### src/rtl/sa_autosa_reset_sequencer_pkg.sv
// Shared types and sizing helpers for the AUTOSA partition reset sequencer.
package sa_autosa_rst_pkg;

    // Sequencer FSM states; encodings are visible on seq_state.
    typedef enum logic [2:0] {
        ST_HOLD    = 3'd0,
        ST_RELEASE = 3'd1,
        ST_RUN     = 3'd2,
        ST_QUIESCE = 3'd3,
        ST_ASSERT  = 3'd4
    } seq_state_e;

    localparam int unsigned STATE_W = 3;

    // Counter width: enough bits for the largest terminal count plus one spare bit.
    function automatic int unsigned cnt_width(
        input int unsigned hold_cyc,
        input int unsigned release_gap,
        input int unsigned quiesce_timeout
    );
        int unsigned m;
        m = hold_cyc;
        if (release_gap > m) m = release_gap;
        if (quiesce_timeout > m) m = quiesce_timeout;
        return $clog2(m) + 1;
    endfunction

endpackage

### src/rtl/sa_autosa_reset_sequencer_if.sv
// Handshake and status bundle between the reset sequencer and its software/partition side.
interface sa_autosa_reset_sequencer_if #(
    parameter int unsigned NUM_PART = 4
);
    import sa_autosa_rst_pkg::*;

    logic                soft_rst_req;
    logic                soft_rst_ack;
    logic [NUM_PART-1:0] part_idle;
    logic [NUM_PART-1:0] part_rstn;
    logic                seq_busy;
    logic [STATE_W-1:0]  seq_state;
    logic                timeout_flag;
    logic                timeout_clr;

    // Software / partition side: issues requests, reports idleness.
    modport master (
        output soft_rst_req,
        output part_idle,
        output timeout_clr,
        input  soft_rst_ack,
        input  part_rstn,
        input  seq_busy,
        input  seq_state,
        input  timeout_flag
    );

    // Sequencer side.
    modport slave (
        input  soft_rst_req,
        input  part_idle,
        input  timeout_clr,
        output soft_rst_ack,
        output part_rstn,
        output seq_busy,
        output seq_state,
        output timeout_flag
    );

endinterface

### src/rtl/sa_autosa_reset_sequencer_gap_counter.sv
// Shared cycle counter: clears on request, otherwise counts; done flags the terminal count.
module sa_rst_gap_counter #(
    parameter int unsigned CW = 4
) (
    input  logic          autosa_clk,
    input  logic          autosa_rst,
    input  logic          clr,
    input  logic          en,
    input  logic [CW-1:0] term,
    output logic          done
);

    logic [CW-1:0] cnt;

    // Count enabled cycles; clr has priority so every state entry starts from zero.
    always_ff @(posedge autosa_clk or posedge autosa_rst) begin
        if (autosa_rst) begin
            cnt <= '0;
        end else if (clr) begin
            cnt <= '0;
        end else if (en) begin
            cnt <= cnt + 1'b1;
        end
    end

    assign done = (cnt == term);

endmodule

### src/rtl/sa_autosa_reset_sequencer.sv
// Staged partition reset release with software-requested quiesce/reset/re-release.
module sa_autosa_reset_sequencer
    import sa_autosa_rst_pkg::*;
#(
    parameter int unsigned NUM_PART        = 4,
    parameter int unsigned HOLD_CYC        = 8,
    parameter int unsigned RELEASE_GAP     = 4,
    parameter int unsigned QUIESCE_TIMEOUT = 32
) (
    input  logic                        autosa_clk,
    input  logic                        autosa_rst,
    sa_autosa_reset_sequencer_if.slave  bus
);

    localparam int unsigned CW   = cnt_width(HOLD_CYC, RELEASE_GAP, QUIESCE_TIMEOUT);
    localparam int unsigned IDXW = (NUM_PART > 1) ? $clog2(NUM_PART) : 1;
    localparam logic [IDXW-1:0] LAST_IDX = IDXW'(NUM_PART - 1);

    seq_state_e          state_q;
    logic [IDXW-1:0]     idx_q;
    logic [NUM_PART-1:0] part_rstn_q;
    logic                ack_q;
    logic                busy_q;
    logic                soft_pending_q;
    logic                flag_q;

    logic                all_idle;
    logic                cnt_clr;
    logic [CW-1:0]       cnt_term;
    logic                cnt_done;
    logic                timeout_set;

    assign all_idle = &bus.part_idle;

    sa_rst_gap_counter #(
        .CW (CW)
    ) u_gap_counter (
        .autosa_clk (autosa_clk),
        .autosa_rst (autosa_rst),
        .clr        (cnt_clr),
        .en         (1'b1),
        .term       (cnt_term),
        .done       (cnt_done)
    );

    // Per-state terminal count and counter clear; counter is held at zero in RUN
    // and cleared on each exit so the next state always starts from zero.
    always_comb begin
        cnt_clr     = 1'b0;
        cnt_term    = '0;
        timeout_set = 1'b0;
        unique case (state_q)
            ST_HOLD, ST_ASSERT: begin
                cnt_term = CW'(HOLD_CYC - 1);
                cnt_clr  = cnt_done;
            end
            ST_RELEASE: begin
                cnt_term = CW'(RELEASE_GAP - 1);
                cnt_clr  = cnt_done;
            end
            ST_QUIESCE: begin
                cnt_term    = CW'(QUIESCE_TIMEOUT - 1);
                cnt_clr     = all_idle | cnt_done;
                timeout_set = cnt_done & ~all_idle;
            end
            default: begin
                cnt_clr = 1'b1;
            end
        endcase
    end

    // Sequencer FSM with registered reset, ack and busy outputs.
    always_ff @(posedge autosa_clk or posedge autosa_rst) begin
        if (autosa_rst) begin
            state_q        <= ST_HOLD;
            idx_q          <= '0;
            part_rstn_q    <= '0;
            ack_q          <= 1'b0;
            busy_q         <= 1'b1;
            soft_pending_q <= 1'b0;
        end else begin
            unique case (state_q)
                ST_HOLD: begin
                    if (cnt_done) state_q <= ST_RELEASE;
                end
                ST_RELEASE: begin
                    if (cnt_done) begin
                        part_rstn_q[idx_q] <= 1'b1;
                        if (idx_q == LAST_IDX) begin
                            state_q <= ST_RUN;
                            idx_q   <= '0;
                            busy_q  <= 1'b0;
                            if (soft_pending_q) begin
                                ack_q          <= 1'b1;
                                soft_pending_q <= 1'b0;
                            end
                        end else begin
                            idx_q <= idx_q + 1'b1;
                        end
                    end
                end
                ST_RUN: begin
                    if (ack_q && !bus.soft_rst_req) begin
                        ack_q <= 1'b0;
                    end else if (bus.soft_rst_req && !ack_q && !soft_pending_q) begin
                        state_q <= ST_QUIESCE;
                        busy_q  <= 1'b1;
                    end
                end
                ST_QUIESCE: begin
                    if (all_idle || cnt_done) begin
                        state_q     <= ST_ASSERT;
                        part_rstn_q <= '0;
                    end
                end
                ST_ASSERT: begin
                    if (cnt_done) begin
                        state_q        <= ST_RELEASE;
                        soft_pending_q <= 1'b1;
                    end
                end
                default: begin
                    state_q <= ST_HOLD;
                end
            endcase
        end
    end

    // Sticky quiesce-timeout flag; a set beats a simultaneous clear.
    always_ff @(posedge autosa_clk or posedge autosa_rst) begin
        if (autosa_rst) begin
            flag_q <= 1'b0;
        end else if (timeout_set) begin
            flag_q <= 1'b1;
        end else if (bus.timeout_clr) begin
            flag_q <= 1'b0;
        end
    end

    assign bus.part_rstn    = part_rstn_q;
    assign bus.soft_rst_ack = ack_q;
    assign bus.seq_busy     = busy_q;
    assign bus.seq_state    = state_q;
    assign bus.timeout_flag = flag_q;

endmodule

### src/flat_wrapper.sv
// flat-port wrapper written by rule: the top's interface ports become plain ports
module sa_autosa_reset_sequencer_flat import sa_autosa_rst_pkg::*;
#(
    parameter int unsigned NUM_PART        = 4,
    parameter int unsigned HOLD_CYC        = 8,
    parameter int unsigned RELEASE_GAP     = 4,
    parameter int unsigned QUIESCE_TIMEOUT = 32
)
  (autosa_clk, autosa_rst, bus_soft_rst_req, bus_part_idle, bus_timeout_clr, bus_soft_rst_ack, bus_part_rstn, bus_seq_busy, bus_seq_state, bus_timeout_flag);
  sa_autosa_reset_sequencer_if #(.NUM_PART(NUM_PART)) bus_i ();
  input  logic autosa_clk;
  input  logic autosa_rst;
  input wire logic [$bits(bus_i.soft_rst_req)-1:0] bus_soft_rst_req;
  input wire logic [$bits(bus_i.part_idle)-1:0] bus_part_idle;
  input wire logic [$bits(bus_i.timeout_clr)-1:0] bus_timeout_clr;
  output wire logic [$bits(bus_i.soft_rst_ack)-1:0] bus_soft_rst_ack;
  output wire logic [$bits(bus_i.part_rstn)-1:0] bus_part_rstn;
  output wire logic [$bits(bus_i.seq_busy)-1:0] bus_seq_busy;
  output wire logic [$bits(bus_i.seq_state)-1:0] bus_seq_state;
  output wire logic [$bits(bus_i.timeout_flag)-1:0] bus_timeout_flag;
  assign bus_i.soft_rst_req = bus_soft_rst_req;
  assign bus_i.part_idle = bus_part_idle;
  assign bus_i.timeout_clr = bus_timeout_clr;
  assign bus_soft_rst_ack = bus_i.soft_rst_ack;
  assign bus_part_rstn = bus_i.part_rstn;
  assign bus_seq_busy = bus_i.seq_busy;
  assign bus_seq_state = bus_i.seq_state;
  assign bus_timeout_flag = bus_i.timeout_flag;
  sa_autosa_reset_sequencer #(.NUM_PART(NUM_PART), .HOLD_CYC(HOLD_CYC), .RELEASE_GAP(RELEASE_GAP), .QUIESCE_TIMEOUT(QUIESCE_TIMEOUT)) u_core (.autosa_clk(autosa_clk), .autosa_rst(autosa_rst), .bus(bus_i));
endmodule
### config.mk
export PLATFORM = sky130hd
export DESIGN_NAME = sa_autosa_reset_sequencer_flat
export DESIGN_NICKNAME = d
export VERILOG_FILES = /design/src/rtl/sa_autosa_reset_sequencer_pkg.sv /design/src/rtl/sa_autosa_reset_sequencer_if.sv /design/src/rtl/sa_autosa_reset_sequencer_gap_counter.sv /design/src/rtl/sa_autosa_reset_sequencer.sv /design/src/flat_wrapper.sv
export SDC_FILE = /design/constraint.sdc
export NUM_CORES = 1
export LEC_CHECK = 0
export CAP_MARGIN = 20
export CORE_MARGIN = 5
export CORE_UTILIZATION = 24
export DETAILED_ROUTE_END_ITERATION = 8
export SLEW_MARGIN = 0
export SYNTH_ARGS = -nofsm -noshare
export SYNTH_HDL_FRONTEND = slang
export SYNTH_SLANG_ARGS = --single-unit
### constraint.sdc
create_clock -name autosa_clk -period 1.9 [get_ports autosa_clk]
set_clock_uncertainty 0.2 [all_clocks]
set_input_delay 0.285 -clock autosa_clk [delete_from_list [all_inputs] [get_ports autosa_clk]]
set_output_delay 0.285 -clock autosa_clk [all_outputs]
set_load 0.03 [all_outputs]
==> results.sh <==
export IMPL_status="finished with violations"
export IMPL_violations="negative setup slack"
export IMPL_worstPathArrival_ns=1.99
export IMPL_port_buffers=17
export IMPL_start_util_pct=25.1
export IMPL_die_w_um=78
export IMPL_path_class="reg2reg"
export IMPL_period_needed_ns=2.03
export IMPL_fin_area_um2=1580
export IMPL_core_area_um2=4410
export IMPL_die_area_um2=6080
export IMPL_pwr_share_clk_pct=12.3
export IMPL_ys_warn_count=0
export IMPL_relSlewSlack_pct=68.1
export IMPL_diodes=0
export IMPL_netSwitchingFraction_pct=42.6
export IMPL_p_sw_uw=1010
export IMPL_place_hpwl_mm=2.15
export IMPL_max_cap_viol_count=0
export IMPL_area_growth_pct=42.5
export IMPL_cts_made_buffers=3
export IMPL_clkTransAtPathRegs_ns=0.08
export IMPL_htree_levels=1
export IMPL_peakVddDrop_uv=612
export IMPL_seq_power_share_pct=28.3
export IMPL_finalSetupViolations=11
export IMPL_avgSynthCellArea_um2=9.82
export IMPL_cts_tree="yes"
export IMPL_cts_root_buffer="clkbuf_8"
export IMPL_viasPerCell=5.03
export IMPL_p_int_uw=1360
export IMPL_power_density_nw_per_um2=1500
export IMPL_synth_cell_types=40
export IMPL_ys_flop_type="dfrtp_1"
export IMPL_drive_gt1_share_pct=31.1
export IMPL_final_max_slew_viol_count=0
export IMPL_track_usage_pct=10.0
export IMPL_worst_path_max_fanout=6
export IMPL_ant_nets=0
export IMPL_post_drt_wl_per_cell_um=14.6
export IMPL_overflow=0
export IMPL_grt_max_degree=20
export IMPL_grt_pass1_vias=1093
export IMPL_worst_pin_slew_ns=0.473
export IMPL_die_h_um=78
export IMPL_syn_area_um2=1110
export IMPL_final_fill_count=446
export IMPL_synth_edf_count=0
export IMPL_p_leak_uw=0.000709
export IMPL_fmax_ghz=0.492
export IMPL_num_vias=1021
export IMPL_worstHoldPathType="in2async"
export IMPL_startpoint_type="flip-flop"
export IMPL_grt_setup_unrepaired="yes"
export IMPL_worst_skew_pair_late_latency_ns=0.26
export IMPL_finalCritPeriodShare_pct=107
export IMPL_drt_wl_total_mm=2.96
export IMPL_fin_util_pct=35.8
export IMPL_final_nets=165
export IMPL_synth_cells=113
export IMPL_setup_slack_ns=-0.132
export IMPL_first_pass_iters=5
export IMPL_finalPower_uw=2370
export IMPL_place_ws_ns=-0.211
export IMPL_antenna_found_initial=0
export IMPL_dpl_instance_area_um2=1450
export IMPL_drc_errors=0
export IMPL_hold_viol_final=0
export IMPL_pwr_share_comb_pct=59.4
export IMPL_crit_required_ns=1.85
export IMPL_drt_iter0_drc=62
export IMPL_endpoint_kind="flip-flop"
export IMPL_yosys_register_bits=19
export IMPL_clock_sinks=19
export IMPL_clock_path_buffers=2
export IMPL_synthArstFlopShare_pct=100
export IMPL_gp_congestion=0.809
export IMPL_fp_row_count=24
export IMPL_grt_pass1_wl_mm=5.02
export IMPL_pin_count=18
export IMPL_ys_seq_area_share_pct=43.0
export IMPL_synthesis_nets=126
[flip-flops by register name, indices dropped and copies added (netlist names)]
| register | flops |
|---|---|
| u_core.bus.timeout_flag | 1 |
| u_core.bus.part_rstn | 4 |
| u_core.bus.soft_rst_ack | 1 |
| u_core.bus.seq_state | 3 |
| u_core.soft_pending_q | 1 |
| u_core.bus.seq_busy | 1 |
| u_core.u_gap_counter.cnt | 6 |
| u_core.idx_q | 2 |
[Yosys cell counts, types with 2 or more instances]
| cell type | count | area share, % |
|---|---|---|
| dfrtp_1 | 18 | 41 |
| nor2_1 | 14 | 4.7 |
| inv_1 | 7 | 2.4 |
| nand3_1 | 7 | 3.2 |
| nand2_1 | 6 | 2.0 |
| ha_1 | 5 | 5.6 |
| a311o_1 | 4 | 3.6 |
| o21ai_0 | 4 | 1.8 |
| a21boi_0 | 3 | 2.0 |
| a21oi_1 | 3 | 1.4 |
| and3_1 | 3 | 1.7 |
| mux2i_1 | 3 | 2.7 |
| nor3_1 | 3 | 1.4 |
| xor2_1 | 3 | 2.4 |
| buf_2 | 2 | 0.90 |
| mux2_2 | 2 | 2.0 |
| nand4_1 | 2 | 1.1 |
| o31ai_1 | 2 | 1.4 |
[final timing paths]
kind | from | end | slack, ns | cells after the start
setup / recovery | u_core.bus.seq_state[0] | u_core.idx_q[1] | -0.13 | 5
hold / removal | autosa_rst | u_core.bus.part_rstn[2] | 0.14 | 3
setup reg to reg | u_core.bus.seq_state[0] | u_core.idx_q[1] | -0.13 | 5
hold reg to reg | u_core.u_gap_counter.cnt[0] | u_core.u_gap_counter.cnt[0] | 0.28 | 1
max in group asynchronous | autosa_rst | u_core.bus.seq_busy | 1.09 | 3
min in group autosa_clk | u_core.u_gap_counter.cnt[0] | u_core.u_gap_counter.cnt[0] | 0.28 | 1
[routing by layer]
metal | vias to the layer above | GRT usage (%) | routed length [µm]
met2 | 39 | 17.5 | 1490
met5 | - | 0 | 0
met3 | 6 | 1.97 | 142
met4 | 0 | 4.73 | 68
li1 | 484 | - | -
met1 | 492 | 11.7 | 1250
[repair_timing]
action,CTS,global route
endpoints found under the setup margin,20,18
pin swaps,3,1
hold buffers,0,0
endpoints found under the hold margin,0,0
buffers inserted,5,0
resized for setup,17,4
[power by group through the flow]
stage	clock [µW]	combinational (µW)	sequential, µW
2_1_floorplan	0	695	757
3_3_place_gp	0	1200	667
3_5_place_dp	0	1230	680
4_1_cts	296	1360	668
5_1_grt	312	1540	684
6_report	290	1410	670
[cells in the final DEF (no fill, tap or decap), drive strengths merged, types with 2 or more instances in the layout]
cell           instances
a21boi                 3
a21oi                  3
a311o                  4
and3                   3
buf                   22
clkbuf                 3
clkdlybuf4s50         13
dfrtp                 18
dlygate4sd2            4
ha                     5
inv                    7
mux2                   2
mux2i                  3
nand2                  6
nand2b                 2
nand3                  7
nand4                  2
nor2                  14
nor3                   3
o21ai                  4
o31ai                  2
xor2                   3
[worst max-delay path, cell delays in order, from the launching register on]
cell	delay (ns)
dfrtp_2	0.47
mux2i_2	0.32
mux2i_2	0.32
nor2_2	0.10
nand3_1	0.19
mux2_4	0.32
[kinds of logic (layout without fill, tap and decap cells)]
logic type	after synthesis	after routing	synth area share (%)
AO/OA/AOI/OAI	26	26	19.5
XOR/XNOR	4	4	3.16
adder cells (fa/ha/maj)	5	5	5.64
buffers and inverters	12	50	5.30
flip-flops	19	19	43.0
multiplexers	5	5	4.74
AND/OR/NAND/NOR	42	42	18.7
[metrics by stage]
| step | cells | hold WS [ns] | setup TNS (ns) |
|---|---|---|---|
| after floorplan | 113 | 0.0353 | -1.62 |
| after detailed placement | 194 | 0.273 | -1.66 |
| after CTS | 203 | 0.146 | -0.258 |
| final | 203 | 0.142 | -0.950 |
| after global routing | 203 | 0.179 | -1.79 |
| after global placement | 194 | 0.265 | -0.372 |
[layout make-up]
type / count / area [µm²] / share of cell area, %
Clock buffer: 3 / 41.3 / 2.61
Clock inverter: 1 / 5.00 / 0.316
Inverter: 7 / 26.3 / 1.66
Multi-Input combinational cell: 82 / 629 / 39.8
Sequential cell: 19 / 480 / 30.4
Tap cell: 52 / 65.1 / 4.11
Timing Repair Buffer: 39 / 334 / 21.1
Note: power is estimated with default switching activity, not from simulation.
